`config.mk`:
```
export PLATFORM = sky130hd
export DESIGN_NAME = div_unit_flat
export DESIGN_NICKNAME = d
export VERILOG_FILES = /design/src/rtl/div_unit_pkg.sv /design/src/rtl/div_unit_if.sv /design/src/rtl/div_unit.sv /design/src/flat_wrapper.sv
export SDC_FILE = /design/constraint.sdc
export NUM_CORES = 1
export LEC_CHECK = 0
export CAP_MARGIN = 20
export CORE_AREA = 2 2 135 170
export DETAILED_ROUTE_END_ITERATION = 7
export DIE_AREA = 0 0 137 172
export PLACE_DENSITY = 0.84
export REMOVE_ABC_BUFFERS = 1
export SLEW_MARGIN = 5
export SYNTH_ARGS = -nofsm -noshare
export SYNTH_HDL_FRONTEND = slang
export SYNTH_SLANG_ARGS = --single-unit
```
`constraint.sdc`:
```
create_clock -name clk -period 11 [get_ports clk]
set_input_delay 1.1 -clock clk [delete_from_list [all_inputs] [get_ports clk]]
set_output_delay 1.1 -clock clk [all_outputs]
set_load 0.005 [all_outputs]
```
`src/rtl/div_unit_pkg.sv`:
```
// Shared definitions for the iterative divider: FSM state encodings,
// result-ready and start/stop levels, and the reset-active level.
package div_unit_pkg;

   localparam int DIV_DATA_W = 32;

   // State encodings are shared with execute and must not change.
   typedef enum logic [1:0] {
      DIV_FREE    = 2'b00,
      DIV_BY_ZERO = 2'b01,
      DIV_ON      = 2'b10,
      DIV_END     = 2'b11
   } div_state_e;

   localparam logic RST_ENABLE           = 1'b1;
   localparam logic DIV_RESULT_READY     = 1'b1;
   localparam logic DIV_RESULT_NOT_READY = 1'b0;
   localparam logic DIV_START            = 1'b1;
   localparam logic DIV_STOP             = 1'b0;

   localparam logic [31:0] ZERO_WORD = 32'h0000_0000;

endpackage

```
`src/rtl/div_unit_if.sv`:
```
// Request/response bundle between execute (master) and the divider (slave).
interface div_unit_if #(
   parameter int DATA_W = div_unit_pkg::DIV_DATA_W
);

   logic                  signed_div_i;
   logic [DATA_W-1:0]     opdata1_i;
   logic [DATA_W-1:0]     opdata2_i;
   logic                  start_i;
   logic                  annul_i;
   logic [2*DATA_W-1:0]   result_o;
   logic                  ready_o;

   modport master (
      output signed_div_i,
      output opdata1_i,
      output opdata2_i,
      output start_i,
      output annul_i,
      input  result_o,
      input  ready_o
   );

   modport slave (
      input  signed_div_i,
      input  opdata1_i,
      input  opdata2_i,
      input  start_i,
      input  annul_i,
      output result_o,
      output ready_o
   );

endinterface

```
`src/rtl/div_unit.sv`:
```
// Iterative radix-2 restoring divider, one quotient bit per clock.
// Returns {remainder, quotient}; signed mode divides magnitudes and fixes
// the signs of both results at the end.
module div_unit
   import div_unit_pkg::*;
#(
   parameter int DATA_W = DIV_DATA_W
) (
   input  logic       clk,
   input  logic       rst,
   div_unit_if.slave  bus
);

   localparam int                CNT_W    = $clog2(DATA_W) + 1;
   localparam int                WORK_W   = 2 * DATA_W + 1;
   localparam logic [CNT_W-1:0]  CNT_DONE = CNT_W'(DATA_W);

   div_state_e             state_q, state_d;
   logic [CNT_W-1:0]       cnt_q, cnt_d;
   logic [WORK_W-1:0]      work_q, work_d;
   logic [DATA_W-1:0]      dvsr_q, dvsr_d;
   logic                   neg_quot_q, neg_quot_d;
   logic                   neg_rem_q, neg_rem_d;
   logic [2*DATA_W-1:0]    result_q, result_d;
   logic                   ready_q, ready_d;

   logic [DATA_W:0]        diff;
   logic                   dvd_neg;
   logic                   dvs_neg;
   logic [DATA_W-1:0]      quot;
   logic [DATA_W-1:0]      rem;

   // Two's-complement negate when en is set, pass-through otherwise.
   function automatic logic [DATA_W-1:0] cond_neg(input logic [DATA_W-1:0] v,
                                                 input logic en);
      return en ? (-v) : v;
   endfunction

   assign dvd_neg = bus.signed_div_i & bus.opdata1_i[DATA_W-1];
   assign dvs_neg = bus.signed_div_i & bus.opdata2_i[DATA_W-1];

   // Trial subtraction of the divisor from the partial remainder.
   assign diff = work_q[2*DATA_W:DATA_W] - {1'b0, dvsr_q};

   assign quot = cond_neg(work_q[DATA_W-1:0], neg_quot_q);
   assign rem  = cond_neg(work_q[2*DATA_W:DATA_W+1], neg_rem_q);

   // Next-state, iteration step and output values for each FSM state.
   always_comb begin
      state_d    = state_q;
      cnt_d      = cnt_q;
      work_d     = work_q;
      dvsr_d     = dvsr_q;
      neg_quot_d = neg_quot_q;
      neg_rem_d  = neg_rem_q;
      result_d   = result_q;
      ready_d    = ready_q;

      case (state_q)
         DIV_FREE: begin
            result_d = '0;
            ready_d  = DIV_RESULT_NOT_READY;
            cnt_d    = '0;
            if (bus.start_i == DIV_START && !bus.annul_i) begin
               if (bus.opdata2_i == '0) begin
                  state_d = DIV_BY_ZERO;
               end else begin
                  state_d    = DIV_ON;
                  work_d     = {{DATA_W{1'b0}}, cond_neg(bus.opdata1_i, dvd_neg), 1'b0};
                  dvsr_d     = cond_neg(bus.opdata2_i, dvs_neg);
                  neg_quot_d = dvd_neg ^ dvs_neg;
                  neg_rem_d  = dvd_neg;
               end
            end
         end

         DIV_BY_ZERO: begin
            state_d  = DIV_END;
            result_d = '0;
            ready_d  = DIV_RESULT_READY;
         end

         DIV_ON: begin
            if (bus.annul_i) begin
               // Flush or exception: drop the division without a result.
               state_d  = DIV_FREE;
               cnt_d    = '0;
               result_d = '0;
               ready_d  = DIV_RESULT_NOT_READY;
            end else if (cnt_q != CNT_DONE) begin
               if (diff[DATA_W]) begin
                  work_d = {work_q[2*DATA_W-1:0], 1'b0};
               end else begin
                  work_d = {diff[DATA_W-1:0], work_q[DATA_W-1:0], 1'b1};
               end
               cnt_d = cnt_q + CNT_W'(1);
            end else begin
               state_d  = DIV_END;
               cnt_d    = '0;
               result_d = {rem, quot};
               ready_d  = DIV_RESULT_READY;
            end
         end

         DIV_END: begin
            // Execute holds start until it has consumed the result.
            if (bus.start_i == DIV_STOP) begin
               state_d  = DIV_FREE;
               result_d = '0;
               ready_d  = DIV_RESULT_NOT_READY;
            end
         end

         default: begin
            state_d = DIV_FREE;
         end
      endcase
   end

   // Control state and registered outputs, cleared by synchronous reset.
   always_ff @(posedge clk) begin
      if (rst == RST_ENABLE) begin
         state_q  <= DIV_FREE;
         cnt_q    <= '0;
         result_q <= '0;
         ready_q  <= DIV_RESULT_NOT_READY;
      end else begin
         state_q  <= state_d;
         cnt_q    <= cnt_d;
         result_q <= result_d;
         ready_q  <= ready_d;
      end
   end

   // Working register and operand/sign captures; only read while DIV_ON.
   always_ff @(posedge clk) begin
      work_q     <= work_d;
      dvsr_q     <= dvsr_d;
      neg_quot_q <= neg_quot_d;
      neg_rem_q  <= neg_rem_d;
   end

   assign bus.result_o = result_q;
   assign bus.ready_o  = ready_q;

endmodule

```
`src/flat_wrapper.sv`:
```
// flat-port wrapper written by rule: the top's interface ports become plain ports
module div_unit_flat import div_unit_pkg::*;
#(
   parameter int DATA_W = DIV_DATA_W
)
  (clk, rst, bus_signed_div_i, bus_opdata1_i, bus_opdata2_i, bus_start_i, bus_annul_i, bus_result_o, bus_ready_o);
  div_unit_if #(.DATA_W(DATA_W)) bus_i ();
  input  logic clk;
  input  logic rst;
  input wire logic [$bits(bus_i.signed_div_i)-1:0] bus_signed_div_i;
  input wire logic [$bits(bus_i.opdata1_i)-1:0] bus_opdata1_i;
  input wire logic [$bits(bus_i.opdata2_i)-1:0] bus_opdata2_i;
  input wire logic [$bits(bus_i.start_i)-1:0] bus_start_i;
  input wire logic [$bits(bus_i.annul_i)-1:0] bus_annul_i;
  output wire logic [$bits(bus_i.result_o)-1:0] bus_result_o;
  output wire logic [$bits(bus_i.ready_o)-1:0] bus_ready_o;
  assign bus_i.signed_div_i = bus_signed_div_i;
  assign bus_i.opdata1_i = bus_opdata1_i;
  assign bus_i.opdata2_i = bus_opdata2_i;
  assign bus_i.start_i = bus_start_i;
  assign bus_i.annul_i = bus_annul_i;
  assign bus_result_o = bus_i.result_o;
  assign bus_ready_o = bus_i.ready_o;
  div_unit #(.DATA_W(DATA_W)) u_core (.clk(clk), .rst(rst), .bus(bus_i));
endmodule
```
After elaboration in Yosys (flattened, before gate mapping)

Index checks and enable logic that the tools add are counted.

Bits of input ports: 69
Word-level logic and storage cells: 65
Output and inout port bits: 65
Bits in registers: 172

Bitwise logic cells: 4
Add/sub/neg operators: 6
Equality and inequality tests: 10
Muxes and demuxes: 27
Reduce and logical (&&, ||, !) cells: 10

Operator list:

| kind                | number |
|---|---|
| $mux 65             | 5 |
| $mux 64             | 3 |
| $pmux 64 s3         | 1 |
| $pmux 65 s2         | 1 |
| $mux 32             | 4 |
| $neg 32->32         | 4 |
| $sub 33x32->33      | 1 |
| $logic_not 32->1    | 1 |
| $mux 6              | 2 |
| $pmux 6 s2          | 1 |
| $mux 2              | 5 |
| $pmux 2 s4          | 1 |
| $add 6x1->6 const B | 1 |
| $ne 2x2->1 const B  | 3 |
| $ne 6x6->1 const B  | 1 |
| $reduce_and 3->1    | 2 |
| $reduce_and 5->1    | 1 |
| $eq 2x2->1 const B  | 2 |
| $ne 2x1->1 const B  | 2 |
| $pmux 1 s4          | 1 |
| $mux 1              | 3 |
| $ne 3x3->1 const B  | 1 |
| $and 1x1->1         | 2 |
| $eq 2x1->1 const B  | 1 |
| other kinds (8)     | 8 |

Depth between registers and ports, before layout

Word-level depth: 5
Gate-level depth with buffers: 14
Gate-level depth less buffers: 12

Least setup slack after synthesis

OpenSTA, ideal clock, no wires.

Kind: input to register
Start point: input port bus_opdata2_i[0]
End point: register u_core.work_q[0] (enable)
Path buffers: 1
Setup time: 0.509 ns
Slack: 5.356 ns
Stages: 9
Data arrival time: 5.134 ns
Required time: 10.491 ns
Path through: inv_1 ha_1 nand2_1 or3_1 clkbuf_1 nor3_1 nand2_1 nand2b_1 a21oi_1

Word-level cells in the longest chain between the ends: 3

RTL lines:

| item                              | RTL line           | source |
|---|---|---|
| start, declared                   | flat_wrapper.sv:12 | `input wire logic [$bits(bus_i.opdata2_i)-1:0] bus_opdata2_i;` |
| $logic_not 32->1                  | div_unit.sv:65     | `if (bus.opdata2_i == '0) begin` |
| $ne 2x2->1 (no source line)       | --                 |  |
| $reduce_and 5->1 (no source line) | --                 |  |
| end signal, assigned              | div_unit.sv:137    | `work_q <= work_d;` |
| end, declared                     | div_unit.sv:20     | `logic [WORK_W-1:0] work_q, work_d;` |

Every way passes these cells.
A chain may end at the register's enable or synchronous reset.

Final worst setup path

Start point: register u_core.dvsr_q[0]
End point: register u_core.work_q[62] (data pin)

Word-level cells in the longest chain between the ends: 5

RTL lines:

| item                   | RTL line        | source |
|---|---|---|
| start, declared        | div_unit.sv:21  | `logic [DATA_W-1:0] dvsr_q, dvsr_d;` |
| start signal, assigned | div_unit.sv:138 | `dvsr_q <= dvsr_d;` |
| $sub 33x32->33         | div_unit.sv:43  | `assign diff = work_q[2*DATA_W:DATA_W] - {1'b0, dvsr_q};` |
| $mux 65                | div_unit.sv:91  | `if (diff[DATA_W]) begin` |
| $mux 65                | div_unit.sv:90  | `end else if (cnt_q != CNT_DONE) begin` |
| $mux 65                | div_unit.sv:84  | `if (bus.annul_i) begin` |
| $pmux 65 s2            | div_unit.sv:59  | `case (state_q)` |

Every way passes these cells. The select of a mux whose other input is x is not followed.

==> impl_metrics.env <==
export IMPL_grt_remaining_overflow=0
export IMPL_fin_ws_ns=6.16
export IMPL_hp_start="u_core.bus.result_o[31]"
export IMPL_track_usage_pct=22.0
export IMPL_finalCriticalPeriod_ns=4.84
export IMPL_numCtsBuffers=17
export IMPL_syn_avg_cell_area_um2=8.83
export IMPL_synthAdderAreaFrac_pct=5.07
export IMPL_nFillCells=1856
export IMPL_ys_ff_latch=172
export IMPL_nets=1431
export IMPL_place_port_buffers=133
export IMPL_final_cells=1615
export IMPL_ys_seq_area_share_pct=41.2
export IMPL_cts_sinks=172
export IMPL_r2r_slack_ns=6.16
export IMPL_worstPathCellList="ha_1 -> fa_1 -> nor2b_1 -> o31a_1 -> o211ai_1 -> o21ai_0 -> nand4_1 -> a311oi_1 -> or4_1 -> buf_4 -> and2_1 -> o21ai_0"
export IMPL_hold_viol=0
export IMPL_drv_slew=0
export IMPL_pin_count=134
export IMPL_path_max_fanout=32
export IMPL_wirelength_mm=26.1
export IMPL_rows=61
export IMPL_first_pass_iters=6
export IMPL_initial_core_util_pct=49.0
export IMPL_synth_top_family_by_area="compound AO/OA/AOI/OAI gates"
export IMPL_ctsHtreeMaxLevel=4
export IMPL_total_leakage_power_nw=4.70
export IMPL_crit_top_cell="o21ai_0"
export IMPL_pre_cts_ws_ns=6.21
export IMPL_power_density_nw_per_um2=251
export IMPL_cts_buffer_depth=2
export IMPL_period_share_pct=44.0
export IMPL_synth_edf_count=99
export IMPL_hold_buffers=0
export IMPL_grt_setup_unrepaired="no"
export IMPL_areaGrowthSynthToFinish_pct=20.4
export IMPL_grt_pass1_vias=8609
export IMPL_die_w_um=137
export IMPL_clock_skew_ns=0.00886
export IMPL_async_flop_share_pct=0
export IMPL_crit_arrival_ns=4.98
export IMPL_drt_initial_drc_count=771
export IMPL_start_kind="flip-flop"
export IMPL_post_cts_buffers=0
export IMPL_synth_xor_area_share_pct=11.6
export IMPL_setup_tns_ns=0
export IMPL_hold_path_class="reg2reg"
export IMPL_grt_pass1_wl_mm=41.2
export IMPL_synthFlopType="edfxtp_1"
export IMPL_synth_warning_count=0
export IMPL_status="complete, no violations"
export IMPL_worstReg2RegStart="u_core.dvsr_q[0]"
export IMPL_cp_slowest_cell="and2_1"
export IMPL_ant_nets=0
export IMPL_maxCapViolCount=0
export IMPL_fmax_ghz=0.207
export IMPL_multi_input_area_um2=5920
export IMPL_final_util_pct=59.0
export IMPL_dr_total_vias=9402
export IMPL_diodes=0
export IMPL_die_h_um=172
export IMPL_vias_per_cell=5.82
export IMPL_synthMuxAreaShare_pct=0.674
export IMPL_max_slew_margin_pct=29.9
export IMPL_finalInstanceArea_um2=13000
export IMPL_dp_hpwl_mm=19.1
export IMPL_clk_insertion_delay_late_ns=0.44
export IMPL_antenna_found_initial=0
export IMPL_drive_gt1_share_pct=5.18
export IMPL_synthSimpleGateAreaFrac_pct=17.8
export IMPL_wire_per_inst_um=16.1
export IMPL_globalplace_congestion=0.889
export IMPL_die_area_um2=23600
export IMPL_cts_tree="yes"
export IMPL_path_class="reg2reg"
export IMPL_drc=0
export IMPL_hold_slack_ns=0.450
export IMPL_regArea_um2=4430
export IMPL_placed_area_um2=12300
export IMPL_synthDistinctLibCells=62
export IMPL_cts_root_buf="clkbuf_16"
export IMPL_worstPathRequired_ns=11.14
export IMPL_finalPower_mw=3.25
export IMPL_end_kind="flip-flop"
export IMPL_syn_area_um2=10800
export IMPL_worst_pin_slew_ns=1.05
export IMPL_synthCells=1219
export IMPL_grt_max_degree=90
export IMPL_synth_compound_area_share_pct=19.5
export IMPL_clkTransAtPathRegs_ns=0.07
export IMPL_finalSetupViolCount=0
export IMPL_core_area_um2=22000
export IMPL_dp_cells=1582
export IMPL_critPathMaxStageDelay_ns=0.88
export IMPL_cp_startpoint="u_core.dvsr_q[0]"
export IMPL_max_vdd_ir_drop_mv=0.148
export IMPL_cts_resized=0
## flip-flops by register name (all words and copies together), names as in the netlist
| signal | count |
|---|---|
| u_core.work_q | 65 |
| u_core.bus.result_o | 64 |
| u_core.dvsr_q | 32 |
| u_core.cnt_q | 6 |
| u_core.state_q | 2 |
| u_core.bus.ready_o | 1 |
| u_core.neg_quot_q | 1 |
| u_core.neg_rem_q | 1 |
## cell usage after synthesis, drive strengths merged, types with 10 or more instances
| master | n | share of area, % |
|---|---|---|
| nand2b | 11 | 0.64 |
| dfxtp | 73 | 14 |
| nor3 | 27 | 1.3 |
| nand2 | 143 | 5.0 |
| xnor2 | 81 | 6.6 |
| or4 | 16 | 1.4 |
| and2 | 10 | 0.58 |
| o31ai | 28 | 2.3 |
| a21oi | 80 | 3.7 |
| ha | 42 | 4.9 |
| o21ai | 124 | 5.8 |
| or3 | 24 | 1.6 |
| a21o | 13 | 0.91 |
| a22oi | 33 | 2.3 |
| nand4 | 29 | 1.7 |
| nor2 | 94 | 3.3 |
| edfxtp | 99 | 28 |
| inv | 58 | 2.0 |
| xor2 | 61 | 5.0 |
| clkbuf | 59 | 2.1 |
| nand3 | 10 | 0.46 |
| o41ai | 10 | 0.81 |
## area by class of cell
type / count / area share (%)
clock buffer: 19 / 3.58
sequential: 172 / 34.2
clock inverter: 13 / 1.17
timing repair buffer: 142 / 10.9
inverter: 60 / 1.74
tap: 283 / 2.73
multi-input combinational: 926 / 45.7
## layer usage
metal | share of wire (%) | vias up | GRT usage, % | routed length, um
li1 | - | 4580 | - | -
met1 | 41 | 4422 | 27.4 | 10800
met2 | 49 | 340 | 38.2 | 12900
met3 | 6.5 | 60 | 3.61 | 1710
met4 | 2.7 | 0 | 7.89 | 697
met5 | 0 | - | 0 | 0
## critical path: cells and delay by family, from the launching register on
family	cells	cell delay, ns
AOI/OAI and AO/OA	5	1.73
and+or+nand+nor	4	1.47
adders and majority gates	2	0.65
DFF	1	0.38
buffers and inverters	1	0.29
## layout by cell type (no fill, tap or decap), drive strengths merged, types with 10 or more instances in the layout
master,Yosys,layout
xnor2,81,81
nand3,10,10
and2,10,10
a22oi,33,33
a21o,13,13
clkbuf,59,19
or4,16,16
inv,58,65
dfxtp,73,73
ha,42,42
o41ai,10,10
xor2,61,61
nand4,29,29
nor3,27,27
edfxtp,99,99
a21oi,80,80
o31ai,28,28
clkdlybuf4s50,0,132
buf,2,10
or3,24,24
nand2b,11,11
nor2,94,94
nand2,143,143
o21ai,124,124
## power by group
group,switching [mW],internal [mW],total (mW),leakage (nW)
Clock,0.266,0.359,0.626,0.297
Sequential,0.223,0.960,1.18,1.53
Combinational,0.868,0.576,1.44,2.87
## worst paths after layout
path                             endpoint  depth (start not counted)
setup reg to reg        u_core.work_q[62]                         12
hold reg to reg   u_core.bus.result_o[31]                          2
hold / removal    u_core.bus.result_o[31]                          2
setup / recovery        u_core.work_q[62]                         12
## cells by family after synthesis
logic type,count (synthesis)
buffers and inverters,121
AOI/OAI and AO/OA,339
and+or+nand+nor,395
xor gates and xnor gates,142
muxes,7
adders and majority gates,43
DFF,172
Power figures use the tool's default switching activity.
